**src/rtl/data_sramlike_axi_bridge_if.sv**
```systemverilog
// Bus bundle for the data-side bridge: sram-like CPU port plus AXI3 master channels.
// "master" is the bridge's view; "slave" is the view of the CPU/interconnect around it.
interface data_sramlike_axi_bridge_if;
    logic        data_req;
    logic        data_wr;
    logic [1:0]  data_size;
    logic [31:0] data_addr;
    logic [31:0] data_wdata;
    logic [31:0] data_rdata;
    logic        data_addr_ok;
    logic        data_data_ok;

    logic [3:0]  arid;
    logic [31:0] araddr;
    logic [3:0]  arlen;
    logic [2:0]  arsize;
    logic [1:0]  arburst;
    logic [1:0]  arlock;
    logic [3:0]  arcache;
    logic [2:0]  arprot;
    logic        arvalid;
    logic        arready;

    logic [3:0]  rid;
    logic [31:0] rdata;
    logic [1:0]  rresp;
    logic        rlast;
    logic        rvalid;
    logic        rready;

    logic [3:0]  awid;
    logic [31:0] awaddr;
    logic [3:0]  awlen;
    logic [2:0]  awsize;
    logic [1:0]  awburst;
    logic [1:0]  awlock;
    logic [3:0]  awcache;
    logic [2:0]  awprot;
    logic        awvalid;
    logic        awready;

    logic [3:0]  wid;
    logic [31:0] wdata;
    logic [3:0]  wstrb;
    logic        wlast;
    logic        wvalid;
    logic        wready;

    logic [3:0]  bid;
    logic [1:0]  bresp;
    logic        bvalid;
    logic        bready;

    modport master (
        input  data_req, data_wr, data_size, data_addr, data_wdata,
        output data_rdata, data_addr_ok, data_data_ok,
        output arid, araddr, arlen, arsize, arburst, arlock, arcache, arprot, arvalid,
        input  arready,
        input  rid, rdata, rresp, rlast, rvalid,
        output rready,
        output awid, awaddr, awlen, awsize, awburst, awlock, awcache, awprot, awvalid,
        input  awready,
        output wid, wdata, wstrb, wlast, wvalid,
        input  wready,
        input  bid, bresp, bvalid,
        output bready
    );

    modport slave (
        output data_req, data_wr, data_size, data_addr, data_wdata,
        input  data_rdata, data_addr_ok, data_data_ok,
        input  arid, araddr, arlen, arsize, arburst, arlock, arcache, arprot, arvalid,
        output arready,
        output rid, rdata, rresp, rlast, rvalid,
        input  rready,
        input  awid, awaddr, awlen, awsize, awburst, awlock, awcache, awprot, awvalid,
        output awready,
        input  wid, wdata, wstrb, wlast, wvalid,
        output wready,
        output bid, bresp, bvalid,
        input  bready
    );
endinterface

```
**src/rtl/data_sramlike_axi_bridge.sv**
```systemverilog
// Data-side sram-like to AXI3 bridge: one single-beat transaction in flight at a time.
//
// state        | meaning
// IDLE         | waiting for data_req; addr_ok follows req
// RD_ADDR      | presenting AR until arready
// RD_DATA      | waiting for rvalid; completes the load
// WR_ADDR_DATA | presenting AW and W independently until both handshake
// WR_RESP      | waiting for bvalid; completes the store
module data_sramlike_axi_bridge (
    input  logic                              clk,
    input  logic                              rst,
    data_sramlike_axi_bridge_if.master        bus
);
    typedef enum logic [2:0] {
        IDLE,
        RD_ADDR,
        RD_DATA,
        WR_ADDR_DATA,
        WR_RESP
    } state_t;

    state_t      state;
    state_t      state_next;
    logic [1:0]  size_q;
    logic [31:0] addr_q;
    logic [31:0] wdata_q;
    logic        aw_done;
    logic        w_done;
    logic        aw_fin;
    logic        w_fin;
    logic        unused_resp;

    // Handshake completes either earlier (flag) or in this very cycle.
    assign aw_fin = aw_done | (state == WR_ADDR_DATA && bus.awready);
    assign w_fin  = w_done  | (state == WR_ADDR_DATA && bus.wready);

    assign unused_resp = ^{bus.rid, bus.rresp, bus.rlast, bus.bid, bus.bresp};

    always_ff @(posedge clk) begin
        if (rst) begin
            state   <= IDLE;
            size_q  <= 2'd0;
            addr_q  <= 32'd0;
            wdata_q <= 32'd0;
            aw_done <= 1'b0;
            w_done  <= 1'b0;
        end else begin
            state <= state_next;
            if (state == IDLE && bus.data_req) begin
                size_q  <= bus.data_size;
                addr_q  <= bus.data_addr;
                wdata_q <= bus.data_wdata;
            end
            if (state == WR_ADDR_DATA) begin
                if (aw_fin && w_fin) begin
                    aw_done <= 1'b0;
                    w_done  <= 1'b0;
                end else begin
                    aw_done <= aw_fin;
                    w_done  <= w_fin;
                end
            end
        end
    end

    always_comb begin
        state_next       = state;
        bus.data_addr_ok = 1'b0;
        bus.data_data_ok = 1'b0;
        bus.arvalid      = 1'b0;
        bus.rready       = 1'b0;
        bus.awvalid      = 1'b0;
        bus.wvalid       = 1'b0;
        bus.bready       = 1'b0;
        case (state)
            IDLE: begin
                bus.data_addr_ok = bus.data_req;
                if (bus.data_req) begin
                    state_next = bus.data_wr ? WR_ADDR_DATA : RD_ADDR;
                end
            end
            RD_ADDR: begin
                bus.arvalid = 1'b1;
                if (bus.arready) begin
                    state_next = RD_DATA;
                end
            end
            RD_DATA: begin
                bus.rready = 1'b1;
                if (bus.rvalid) begin
                    bus.data_data_ok = 1'b1;
                    state_next       = IDLE;
                end
            end
            WR_ADDR_DATA: begin
                bus.awvalid = !aw_done;
                bus.wvalid  = !w_done;
                if (aw_fin && w_fin) begin
                    state_next = WR_RESP;
                end
            end
            WR_RESP: begin
                bus.bready = 1'b1;
                if (bus.bvalid) begin
                    bus.data_data_ok = 1'b1;
                    state_next       = IDLE;
                end
            end
            default: state_next = IDLE;
        endcase
    end

    always_comb begin
        case (size_q)
            2'd0:    bus.wstrb = 4'b0001 << addr_q[1:0];
            2'd1:    bus.wstrb = 4'b0011 << addr_q[1:0];
            default: bus.wstrb = 4'b1111;
        endcase
    end

    assign bus.data_rdata = bus.rdata;

    assign bus.arid    = 4'd0;
    assign bus.araddr  = addr_q;
    assign bus.arlen   = 4'd0;
    assign bus.arsize  = {1'b0, size_q};
    assign bus.arburst = 2'b01;
    assign bus.arlock  = 2'd0;
    assign bus.arcache = 4'd0;
    assign bus.arprot  = 3'd0;

    assign bus.awid    = 4'd0;
    assign bus.awaddr  = addr_q;
    assign bus.awlen   = 4'd0;
    assign bus.awsize  = {1'b0, size_q};
    assign bus.awburst = 2'b01;
    assign bus.awlock  = 2'd0;
    assign bus.awcache = 4'd0;
    assign bus.awprot  = 3'd0;

    assign bus.wid   = 4'd0;
    assign bus.wdata = wdata_q;
    assign bus.wlast = 1'b1;
endmodule

```
**src/flat_wrapper.sv**
```systemverilog
// flat-port wrapper written by rule: the top's interface ports become plain ports
module data_sramlike_axi_bridge_flat 
  (clk, rst, bus_data_req, bus_data_wr, bus_data_size, bus_data_addr, bus_data_wdata, bus_data_rdata, bus_data_addr_ok, bus_data_data_ok, bus_arid, bus_araddr, bus_arlen, bus_arsize, bus_arburst, bus_arlock, bus_arcache, bus_arprot, bus_arvalid, bus_arready, bus_rid, bus_rdata, bus_rresp, bus_rlast, bus_rvalid, bus_rready, bus_awid, bus_awaddr, bus_awlen, bus_awsize, bus_awburst, bus_awlock, bus_awcache, bus_awprot, bus_awvalid, bus_awready, bus_wid, bus_wdata, bus_wstrb, bus_wlast, bus_wvalid, bus_wready, bus_bid, bus_bresp, bus_bvalid, bus_bready);
  data_sramlike_axi_bridge_if bus_i ();
  input  logic clk;
  input  logic rst;
  input wire logic [$bits(bus_i.data_req)-1:0] bus_data_req;
  input wire logic [$bits(bus_i.data_wr)-1:0] bus_data_wr;
  input wire logic [$bits(bus_i.data_size)-1:0] bus_data_size;
  input wire logic [$bits(bus_i.data_addr)-1:0] bus_data_addr;
  input wire logic [$bits(bus_i.data_wdata)-1:0] bus_data_wdata;
  output wire logic [$bits(bus_i.data_rdata)-1:0] bus_data_rdata;
  output wire logic [$bits(bus_i.data_addr_ok)-1:0] bus_data_addr_ok;
  output wire logic [$bits(bus_i.data_data_ok)-1:0] bus_data_data_ok;
  output wire logic [$bits(bus_i.arid)-1:0] bus_arid;
  output wire logic [$bits(bus_i.araddr)-1:0] bus_araddr;
  output wire logic [$bits(bus_i.arlen)-1:0] bus_arlen;
  output wire logic [$bits(bus_i.arsize)-1:0] bus_arsize;
  output wire logic [$bits(bus_i.arburst)-1:0] bus_arburst;
  output wire logic [$bits(bus_i.arlock)-1:0] bus_arlock;
  output wire logic [$bits(bus_i.arcache)-1:0] bus_arcache;
  output wire logic [$bits(bus_i.arprot)-1:0] bus_arprot;
  output wire logic [$bits(bus_i.arvalid)-1:0] bus_arvalid;
  input wire logic [$bits(bus_i.arready)-1:0] bus_arready;
  input wire logic [$bits(bus_i.rid)-1:0] bus_rid;
  input wire logic [$bits(bus_i.rdata)-1:0] bus_rdata;
  input wire logic [$bits(bus_i.rresp)-1:0] bus_rresp;
  input wire logic [$bits(bus_i.rlast)-1:0] bus_rlast;
  input wire logic [$bits(bus_i.rvalid)-1:0] bus_rvalid;
  output wire logic [$bits(bus_i.rready)-1:0] bus_rready;
  output wire logic [$bits(bus_i.awid)-1:0] bus_awid;
  output wire logic [$bits(bus_i.awaddr)-1:0] bus_awaddr;
  output wire logic [$bits(bus_i.awlen)-1:0] bus_awlen;
  output wire logic [$bits(bus_i.awsize)-1:0] bus_awsize;
  output wire logic [$bits(bus_i.awburst)-1:0] bus_awburst;
  output wire logic [$bits(bus_i.awlock)-1:0] bus_awlock;
  output wire logic [$bits(bus_i.awcache)-1:0] bus_awcache;
  output wire logic [$bits(bus_i.awprot)-1:0] bus_awprot;
  output wire logic [$bits(bus_i.awvalid)-1:0] bus_awvalid;
  input wire logic [$bits(bus_i.awready)-1:0] bus_awready;
  output wire logic [$bits(bus_i.wid)-1:0] bus_wid;
  output wire logic [$bits(bus_i.wdata)-1:0] bus_wdata;
  output wire logic [$bits(bus_i.wstrb)-1:0] bus_wstrb;
  output wire logic [$bits(bus_i.wlast)-1:0] bus_wlast;
  output wire logic [$bits(bus_i.wvalid)-1:0] bus_wvalid;
  input wire logic [$bits(bus_i.wready)-1:0] bus_wready;
  input wire logic [$bits(bus_i.bid)-1:0] bus_bid;
  input wire logic [$bits(bus_i.bresp)-1:0] bus_bresp;
  input wire logic [$bits(bus_i.bvalid)-1:0] bus_bvalid;
  output wire logic [$bits(bus_i.bready)-1:0] bus_bready;
  assign bus_i.data_req = bus_data_req;
  assign bus_i.data_wr = bus_data_wr;
  assign bus_i.data_size = bus_data_size;
  assign bus_i.data_addr = bus_data_addr;
  assign bus_i.data_wdata = bus_data_wdata;
  assign bus_data_rdata = bus_i.data_rdata;
  assign bus_data_addr_ok = bus_i.data_addr_ok;
  assign bus_data_data_ok = bus_i.data_data_ok;
  assign bus_arid = bus_i.arid;
  assign bus_araddr = bus_i.araddr;
  assign bus_arlen = bus_i.arlen;
  assign bus_arsize = bus_i.arsize;
  assign bus_arburst = bus_i.arburst;
  assign bus_arlock = bus_i.arlock;
  assign bus_arcache = bus_i.arcache;
  assign bus_arprot = bus_i.arprot;
  assign bus_arvalid = bus_i.arvalid;
  assign bus_i.arready = bus_arready;
  assign bus_i.rid = bus_rid;
  assign bus_i.rdata = bus_rdata;
  assign bus_i.rresp = bus_rresp;
  assign bus_i.rlast = bus_rlast;
  assign bus_i.rvalid = bus_rvalid;
  assign bus_rready = bus_i.rready;
  assign bus_awid = bus_i.awid;
  assign bus_awaddr = bus_i.awaddr;
  assign bus_awlen = bus_i.awlen;
  assign bus_awsize = bus_i.awsize;
  assign bus_awburst = bus_i.awburst;
  assign bus_awlock = bus_i.awlock;
  assign bus_awcache = bus_i.awcache;
  assign bus_awprot = bus_i.awprot;
  assign bus_awvalid = bus_i.awvalid;
  assign bus_i.awready = bus_awready;
  assign bus_wid = bus_i.wid;
  assign bus_wdata = bus_i.wdata;
  assign bus_wstrb = bus_i.wstrb;
  assign bus_wlast = bus_i.wlast;
  assign bus_wvalid = bus_i.wvalid;
  assign bus_i.wready = bus_wready;
  assign bus_i.bid = bus_bid;
  assign bus_i.bresp = bus_bresp;
  assign bus_i.bvalid = bus_bvalid;
  assign bus_bready = bus_i.bready;
  data_sramlike_axi_bridge u_core (.clk(clk), .rst(rst), .bus(bus_i));
endmodule
```
**config.mk**
```make
export PLATFORM = sky130hd
export DESIGN_NAME = data_sramlike_axi_bridge_flat
export DESIGN_NICKNAME = d
export VERILOG_FILES = /design/src/rtl/data_sramlike_axi_bridge_if.sv /design/src/rtl/data_sramlike_axi_bridge.sv /design/src/flat_wrapper.sv
export SDC_FILE = /design/constraint.sdc
export NUM_CORES = 1
export LEC_CHECK = 0
export BUFFER_PORTS_ARGS = -buffer_cell sky130_fd_sc_hd__buf_4
export CAP_MARGIN = 20
export CORE_AREA = 5 5 116 118
export CTS_CLUSTER_SIZE = 8
export DETAILED_ROUTE_END_ITERATION = 6
export DIE_AREA = 0 0 121 123
export PLACE_DENSITY = 0.74
export SETUP_SLACK_MARGIN = 0.4
export SLEW_MARGIN = 20
export SYNTH_ARGS = -nofsm -noshare
export SYNTH_HDL_FRONTEND = slang
export SYNTH_SLANG_ARGS = --single-unit
export TNS_END_PERCENT = 10
```
**constraint.sdc**
```tcl
create_clock -name clk -period 3.4 [get_ports clk]
set_input_delay 0.51 -clock clk [delete_from_list [all_inputs] [get_ports clk]]
set_output_delay 0.51 -clock clk [all_outputs]
set_load 0.005 [all_outputs]
```
==> results of run 1 <==
[logic make-up (layout without fill, tap and decap cells)]
| logic type | count (synthesis) | in the layout |
|---|---|---|
| simple gates | 153 | 153 |
| other cells | 2 | 45 |
| compound gates | 82 | 82 |
| flops | 71 | 71 |
| mux | 2 | 2 |
| buf+inv | 138 | 209 |
[layer usage]
metal  up-vias  share of wire [%]
met4         2                2.6
met5         -               0.22
met3        24                 12
met2       153                 47
met1      1299                 38
li1       1486                  -
[registers in the layout, summed over array words and instances (netlist names)]
name / cells
u_core.bus.wdata: 32
u_core.w_done: 1
u_core.bus.araddr: 32
u_core.aw_done: 1
u_core.state: 3
u_core.size_q: 2
[power breakdown]
group	internal (µW)	switching (µW)
logic	290	271
registers	918	66.5
clock network	643	364
[critical path: stages, from the launching register on]
cell     delay (ns)
dfxtp_1        0.36
nor2_2         0.18
nand3_2        0.10
inv_2          0.35
buf_4          0.20
[stage by stage]
stage / hold WS (ns) / instances
after floorplan: 0.453 / 491
after global placement: 0.442 / 718
after detailed placement: 0.447 / 718
after CTS: 0.403 / 734
after global routing: 0.403 / 734
final: 0.424 / 734
[how the worst max path moves through the flow]
stage / startpoint / endpoint / slack, ns / cells after the start
final: u_core.state[2] / bus_data_addr_ok / 1.36 / 4
after floorplan: u_core.state[0] / bus_awvalid / 2.00 / 4
after global routing: u_core.state[1] / bus_data_addr_ok / 1.22 / 4
after global placement: bus_data_req / bus_data_addr_ok / 1.64 / 4
after CTS: u_core.state[2] / bus_data_addr_ok / 1.30 / 4
after detailed placement: bus_data_req / bus_data_addr_ok / 1.62 / 4
[synth_stat cells, types with 3 or more instances]
cell type | n | share of area (%)
clkbuf_1 | 9 | 0.97
a21oi_1 | 67 | 9.6
dfxtp_1 | 71 | 41
nand2_1 | 135 | 15
buf_2 | 7 | 1.0
o21ai_0 | 3 | 0.43
nand2b_1 | 3 | 0.54
buf_4 | 114 | 25
inv_1 | 3 | 0.32
nor2_1 | 8 | 0.86
buf_6 | 4 | 1.3
[layout make-up]
class / count / area (µm²)
tap: 172 / 215
timing repair buffer: 189 / 1420
sequential: 71 / 1420
inverter: 4 / 15.0
multi-input combinational: 282 / 1240
clock buffer: 9 / 225
fill: 1294 / 7730
clock inverter: 7 / 96.3
==> flow_summary.yaml, run 1 <==
synthesis:
  ys_async_sr_fraction_pct: 0
  avgSynthCellArea_um2: 7.79
  ys_ff_latch: 71
  synthFlopType: "dfxtp_1"
  netlist_instances: 448
  synth-edff-count: 0
  synth_compound_area_share_pct: 13.0
  synth_top_family_by_area: "buffers and inverters"
  syn_area_mm2: 0.00349
  ys.warnings.count: 0
  seq_area_frac_synth_pct: 40.7
  synthMuxAreaShare_pct: 0.574
  synth_fa_ha_area_share_pct: 0
  synth-xor-area-share_pct: 0
  synth_simple_gate_area_share_pct: 17.3
  ys_types: 30
routing:
  num_vias: 2964
  viasPerCell: 4.04
  drtPass1Iterations: 4
  routedWlPerCell_um: 12.6
  drt_iter0_drc: 127
  ant_nets: 0
  drcViolationCount: 0
  drt_wl_total_um: 9270
hold_path:
  hold_class: "input port to flop"
  min_to: "u_core.bus.wdata[29]"
  hold_path_depth: 3
  hp-start: "bus_data_wdata[29]"
global_route:
  grt.overflow.total: 0
  met2_usage_pct: 18.2
  antenna_found_initial: 1
  grt-busiest-layer: "met2"
  grt_max_degree: 68
  grt_pass1_vias: 2591
  grt_use_met3_pct: 5.63
  grt_pass1_wl_um: 13300
  use_met1_pct: 13.1
  global_route.usage.total_pct: 11.6
critical_path:
  r2r-end: "u_core.bus.araddr[12]"
  reg2reg_from: "u_core.state[2]"
  critical_path_required_ns: 2.89
  rrSetupSlack_ns: 1.73
  crit_fanout: 22
  cp.arrival_ns: 1.53
  worst-setup-path-type: "flop to output port"
  end_kind: "output port"
  r2r_cells: 6
  startpoint_type: "flop"
clock_network:
  clk_latency_ns: 0.33
  postCtsHoldBufs: 0
  ctsLongestPathBuffers: 2
  cts-root-buf: "clkbuf_16"
  cts_resized: 0
  h-tree-depth: 3
  cts_setup_buffers: 0
  cts_tree: "built"
  cts_made_buffers: 9
  cts_sinks: 71
  clk_pin_slew_worst_paths_ns: 0.06
die:
  start_util_pct: 28.2
  die_x_um: 121
  rows: 41
  die_area_mm2: 0.0149
  io_pins: 308
  die_h_um: 123
  core_mm2: 0.0124
timing:
  fin_setup_tns_ns: 0
  setup_ws_ns: 1.36
  rsz0062_at_grt: "no"
  hold_viol_final: 0
  timing.final.crit_share_pct: 59.9
  maxSlewHeadroom_pct: 51.1
  fin_skew_ns: 0.00431
  finalSetupViolations: 0
  drv_slew: 0
  max_freq_ghz: 0.491
  period_minus_slack_ns: 2.04
  tightest_slew_ns: 0.734
run:
  cap_violations: 0
power_and_ir_drop:
  power.density_mw_per_mm2: 551
  power_uw: 2550
  peakVddDrop_uv: 231
  power.leakage_uw: 0.00223
cells_and_area:
  layout.cells.most_common_list: "buf_4, nand2_1, dfxtp_1"
  final_util_pct: 37.5
  stdcell_area_mm2: 0.00464
  syn_to_final_growth_pct: 32.9
  layout_commonest_cell: "buf_4"
  nets: 677
  drive_gt1_share_pct: 37.2
  n_antenna_cell: 0
run_status:
  status: "finished clean"
placed_design:
  dpl_cell_area_mm2: 0.00432
  port_buffers: 185
  place_congestion: 0.781
  dp_hpwl_um: 7010
  dp_slack_ns: 1.62
(Power assumes the default switching activity.)
==> inputs of run 2 (changes only) <==
--- a/config.mk
+++ b/config.mk
@@ -7,11 +7,11 @@
 export LEC_CHECK = 0
 export BUFFER_PORTS_ARGS = -buffer_cell sky130_fd_sc_hd__buf_4
 export CAP_MARGIN = 20
-export CORE_AREA = 5 5 116 118
+export CORE_AREA = 5 5 117 119
 export CTS_CLUSTER_SIZE = 8
 export DETAILED_ROUTE_END_ITERATION = 6
-export DIE_AREA = 0 0 121 123
-export PLACE_DENSITY = 0.74
+export DIE_AREA = 0 0 122 124
+export PLACE_DENSITY = 0.75
 export SETUP_SLACK_MARGIN = 0.4
 export SLEW_MARGIN = 20
 export SYNTH_ARGS = -nofsm -noshare
==> constraint.sdc (replaced) <==
create_clock -name clk -period 1.7 [get_ports clk]
set_input_delay 0.255 -clock clk [delete_from_list [all_inputs] [get_ports clk]]
set_output_delay 0.255 -clock clk [all_outputs]
set_load 0.005 [all_outputs]
==> run 2 against run 1 <==
Effect of this change: global-route usage up 0.37 points; largest cell class is now buffers; clock skew up 0.0041 ns; sequential cell count unchanged; core utilization up 1.6 points; largest power group is now registers; final area up 5.2%.
==> flow_summary.yaml, run 2 (synthesis gave the netlist of run 1 again) <==
run_status:
  status: "finished clean"
critical_path:
  r2r-end: "u_core.bus.wdata[20]"
  endpoint: "bus_awvalid"
  crit_fanout: 4
  rrSetupSlack_ns: 0.20
  reg2reg_from: "u_core.state[2]"
  cp_num_cells: 5
  worstPathCellList: "buf_6 -> nand2b_4 -> or2_4 -> nor2_2 -> buf_4"
  worst-setup-path-type: "flop to output port"
  startpoint_type: "flop"
  worst_path_dominant_cell_family: "simple AND/OR/NAND/NOR gates"
  crit_slowest_cell: "dfxtp_2"
  cp.arrival_ns: 1.33
  crit_start: "u_core.state[2]"
  critPathBufInv: 2
  r2r_cells: 8
  max_stage_delay_ns: 0.32
  critical_path_required_ns: 1.44
  end_kind: "output port"
cells_and_area:
  final_cells: 751
  n_antenna_cell: 0
  layout.cells.most_common_list: "buf_4, nand2_1, a21oi_1, dfxtp_1, conb_1"
  drive_gt1_share_pct: 41.6
  layout_commonest_cell: "buf_4"
  final_util_pct: 39.1
  nets: 694
  syn_to_final_growth_pct: 39.8
  fillCellCount: 1307
power_and_ir_drop:
  power.density_mw_per_mm2: 1070
  power.leakage_uw: 0.00235
  peakVddDrop_uv: 427
global_route:
  grt_use_met3_pct: 5.36
  grt_pass1_wl_um: 13800
  global_route.usage.total_pct: 11.9
  antenna_found_initial: 0
  grt_pass1_vias: 2751
  grt-busiest-layer: "met2"
  use_met1_pct: 12.3
  grt.overflow.total: 0
  grt_max_degree: 68
  met2_usage_pct: 19.4
timing:
  rsz0062_at_grt: "yes"
  period_minus_slack_ns: 1.59
  max_freq_ghz: 0.631
  hold_viol_final: 0
  drv_slew: 0
  fin_skew_ns: 0.00839
  holdWs_ns: 0.160
  finalSetupViolations: 0
  fin_setup_tns_ns: 0
  setup_ws_ns: 0.114
  timing.final.crit_share_pct: 93.3
die:
  rows: 41
  die_x_um: 122
  die_area_mm2: 0.0151
  io_pins: 308
  die_h_um: 124
  core_mm2: 0.0125
  start_util_pct: 28.0
routing:
  drt_wl_total_um: 9770
  drcViolationCount: 0
  ant_nets: 0
  viasPerCell: 4.10
  num_vias: 3080
  drt_iter0_drc: 97
  drtPass1Iterations: 4
  routedWlPerCell_um: 13.0
clock_network:
  postCtsHoldBufs: 0
  cts_tree: "built"
  h-tree-depth: 3
  cts_made_buffers: 9
  ctsLongestPathBuffers: 2
  clk_pin_slew_worst_paths_ns: 0.06
  cts_sinks: 71
  cts-root-buf: "clkbuf_16"
  clk_latency_ns: 0.33
placed_design:
  dp.cells: 727
  dp_slack_ns: 0.211
  dp_hpwl_um: 6990
  place_congestion: 0.797
  port_buffers: 185
run:
  cap_violations: 0
hold_path:
  hold_class: "input port to flop"
  hp-start: "bus_data_addr[1]"
-- run 2: cell count changes in the layout (fill, tap and decap cells not counted), moves of 4 or more --
cell,change
buf_6,+4
buf_4,+10
dfxtp_2,+4
dfxtp_1,-5
-- run 2: worst min path at each step --
stage	to	slack [ns]	cells past startpoint
5_1_grt	u_core.bus.araddr[1]	0.15	3
6_report	u_core.bus.araddr[1]	0.16	3
3_5_place_dp	u_core.bus.wdata[11]	0.45	2
2_1_floorplan	u_core.bus.wdata[0]	0.39	2
3_3_place_gp	u_core.bus.wdata[22]	0.44	2
4_1_cts	u_core.bus.araddr[1]	0.14	3
-- run 2: layer usage --
metal / up-vias / routed length (µm)
met4: 0 / 441
met2: 156 / 4710
met5: - / 0
met1: 1369 / 3430
met3: 29 / 1180
li1: 1526 / -
-- run 2: layout make-up --
cell class / instances / area (µm²) / share of cell area (%)
clock inverter: 3 / 40.0 / 0.821
multi-input combinational: 282 / 1300 / 26.7
inverter: 4 / 22.5 / 0.462
sequential: 71 / 1430 / 29.3
timing repair buffer: 206 / 1600 / 32.8
tap: 172 / 215 / 4.41
clock buffer: 13 / 270 / 5.54
-- run 2: tightest hold or removal path, stage by stage --
cell and delay (ns):
buf_4 0.11, nand2_1 0.04, a21oi_1 0.05
-- run 2: report_power, final --
group	internal, µW	switching (µW)	total, µW
Clock	1250	695	1950
Combinational	687	609	1300
Sequential	1840	120	1960
-- run 2: per-stage QoR --
stage | instance area (µm²) | power (µW)
3_3_place_gp | 4420 | 3210
5_1_grt | 4880 | 5510
3_5_place_dp | 4420 | 3230
2_1_floorplan | 3650 | 2760
4_1_cts | 4830 | 5280
6_report | 4880 | 5200
-- run 2: what timing repair did --
| item | 4_1_cts | 5_1_grt |
|---|---|---|
| endpoints found under the setup margin | 72 | 84 |
| buffers inserted | 6 | 2 |
| pin swaps | 5 | 5 |
| gates resized for setup | 19 | 8 |
==> inputs of run 3 (changes only) <==
--- a/config.mk
+++ b/config.mk
@@ -7,11 +7,13 @@
 export LEC_CHECK = 0
 export BUFFER_PORTS_ARGS = -buffer_cell sky130_fd_sc_hd__buf_4
 export CAP_MARGIN = 20
-export CORE_AREA = 5 5 117 119
+export CELL_PAD_IN_SITES_DETAIL_PLACEMENT = 0
+export CELL_PAD_IN_SITES_GLOBAL_PLACEMENT = 1
+export CORE_MARGIN = 5
+export CORE_UTILIZATION = 26
 export CTS_CLUSTER_SIZE = 8
 export DETAILED_ROUTE_END_ITERATION = 6
-export DIE_AREA = 0 0 122 124
-export PLACE_DENSITY = 0.75
+export PLACE_DENSITY = 0.95
 export SETUP_SLACK_MARGIN = 0.4
 export SLEW_MARGIN = 20
 export SYNTH_ARGS = -nofsm -noshare
==> constraint.sdc (replaced) <==
create_clock -name clk -period 1.9 [get_ports clk]
set_input_delay 0.285 -clock clk [delete_from_list [all_inputs] [get_ports clk]]
set_output_delay 0.285 -clock clk [all_outputs]
set_load 0.005 [all_outputs]
==> run 3 against run 2 <==
Effect of this change: critical path depth fell by 1; non-clock buffer count decreased by 7; core utilization shrank 2.8 points; clock skew shrank 0.0038 ns; register-to-register slack better by 0.30 ns; critical path type unchanged; largest cell class unchanged.
==> flow_summary.yaml, run 3 (synthesis gave the netlist of run 1 again) <==
critical_path:
  crit_fanout: 4
  r2r-end: "u_core.bus.araddr[6]"
  startpoint_type: "flop"
  end_kind: "output port"
  r2r_cells: 7
  cp.arrival_ns: 1.26
  crit_start: "u_core.state[2]"
  rrSetupSlack_ns: 0.50
  endpoint: "bus_wvalid"
  critical_path_required_ns: 1.62
  worst-setup-path-type: "flop to output port"
  reg2reg_from: "u_core.state[1]"
die:
  rows: 42
  die_x_um: 126
  io_pins: 308
  die_h_um: 126
  core_mm2: 0.0132
  die_area_mm2: 0.0158
  start_util_pct: 26.5
clock_network:
  postCtsHoldBufs: 0
  clk_pin_slew_worst_paths_ns: 0.05
  h-tree-depth: 3
  cts_made_buffers: 9
  cts-root-buf: "clkbuf_16"
  cts_tree: "built"
  cts_sinks: 71
  clk_latency_ns: 0.33
  ctsLongestPathBuffers: 2
global_route:
  grt.overflow.total: 0
  grt_pass1_wl_um: 14200
  antenna_found_initial: 0
  grt_max_degree: 68
  global_route.usage.total_pct: 11.4
  grt_pass1_vias: 2811
cells_and_area:
  drive_gt1_share_pct: 39.3
  multi_input_area_mm2: 0.00127
  layout.cells.most_common_list: "buf_4, nand2_1, dfxtp_1"
  regArea_mm2: 0.00143
  nets: 687
  layout_commonest_cell: "buf_4"
  syn_to_final_growth_pct: 37.4
  fillCellCount: 1424
  n_antenna_cell: 0
routing:
  drt_iter0_drc: 83
  viasPerCell: 4.02
  ant_nets: 0
  drcViolationCount: 0
  drt_wl_total_um: 9590
  drtPass1Iterations: 4
  routedWlPerCell_um: 12.8
  num_vias: 3005
timing:
  max_freq_ghz: 0.645
  fin_setup_tns_ns: 0
  hold_viol_final: 0
  finalSetupViolations: 0
  drv_slew: 0
  setup_ws_ns: 0.350
  fin_skew_ns: 0.00462
  holdWs_ns: 0.191
  timing.final.crit_share_pct: 81.6
  rsz0062_at_grt: "yes"
  period_minus_slack_ns: 1.55
run:
  cap_violations: 0
run_status:
  status: "finished clean"
placed_design:
  dp_slack_ns: 0.337
  port_buffers: 185
  dp_hpwl_um: 7180
  place_congestion: 0.804
hold_path:
  hold_class: "input port to flop"
  hp-start: "rst"
power_and_ir_drop:
  power_uw: 4680
  power.density_mw_per_mm2: 976
  power.leakage_uw: 0.00231
  peakVddDrop_uv: 346
-- run 3: cell count changes in the layout (fill, tap and decap cells not counted), sizes merged --
cell	before	now
buf	206	199
bufinv	1	2
clkinv	2	1
-- run 3: layout make-up --
cell class,instances,area share [%]
repair buffers,199,31.8
inverters,4,0.470
well taps,176,4.59
multi-input cells,282,26.5
clock inverters,3,1.36
clock buffers,13,5.43
flip-flops and latches,71,29.9
-- run 3: worst min path at each step --
stage | to | depth (start not counted) | slack (ns)
floorplan | u_core.bus.wdata[0] | 2 | 0.42
global placement | u_core.bus.wdata[17] | 2 | 0.44
detailed placement | u_core.bus.wdata[7] | 2 | 0.45
CTS | u_core.bus.wdata[3] | 3 | 0.18
global route | u_core.bus.wdata[3] | 3 | 0.18
finish | u_core.state[2] | 2 | 0.19
-- run 3: critical path: stages (launching register included) --
cell	delay, ns
dfxtp_4	0.35
nand2b_4	0.14
or2_4	0.25
nor2_4	0.09
buf_6	0.10
-- run 3: through the flow --
stage / util, % / cells / cell area [µm²]
4_1_cts: 36.3 / 748 / 4790
3_3_place_gp: 33.3 / 728 / 4390
2_1_floorplan: - / 491 / 3650
5_1_grt: 36.4 / 748 / 4800
3_5_place_dp: 33.3 / 728 / 4390
6_report: 36.4 / 748 / 4800
-- run 3: power breakdown --
part | switching [µW] | internal (µW) | leakage (µW)
sequential | 122 | 1650 | 0.000584
combinational | 512 | 585 | 0.00156
clock | 600 | 1220 | 0.000160
total | 1230 | 3450 | 0.00231
-- run 3: routing by layer --
layer | track usage (%) | part of all wire, % | vias to the layer above | routed length [µm]
met3 | 4.78 | 11 | 24 | 1020
met5 | 0 | 0 | - | 0
li1 | - | - | 1513 | -
met2 | 19.9 | 50 | 145 | 4750
met1 | 11.6 | 37 | 1323 | 3550
met4 | 5.74 | 2.8 | 0 | 273
-- run 3: repair_timing --
action	CTS	global route
setup buffers	4	0
endpoints found under the setup margin	44	56
gates resized for setup	14	3
pin swaps	1	1
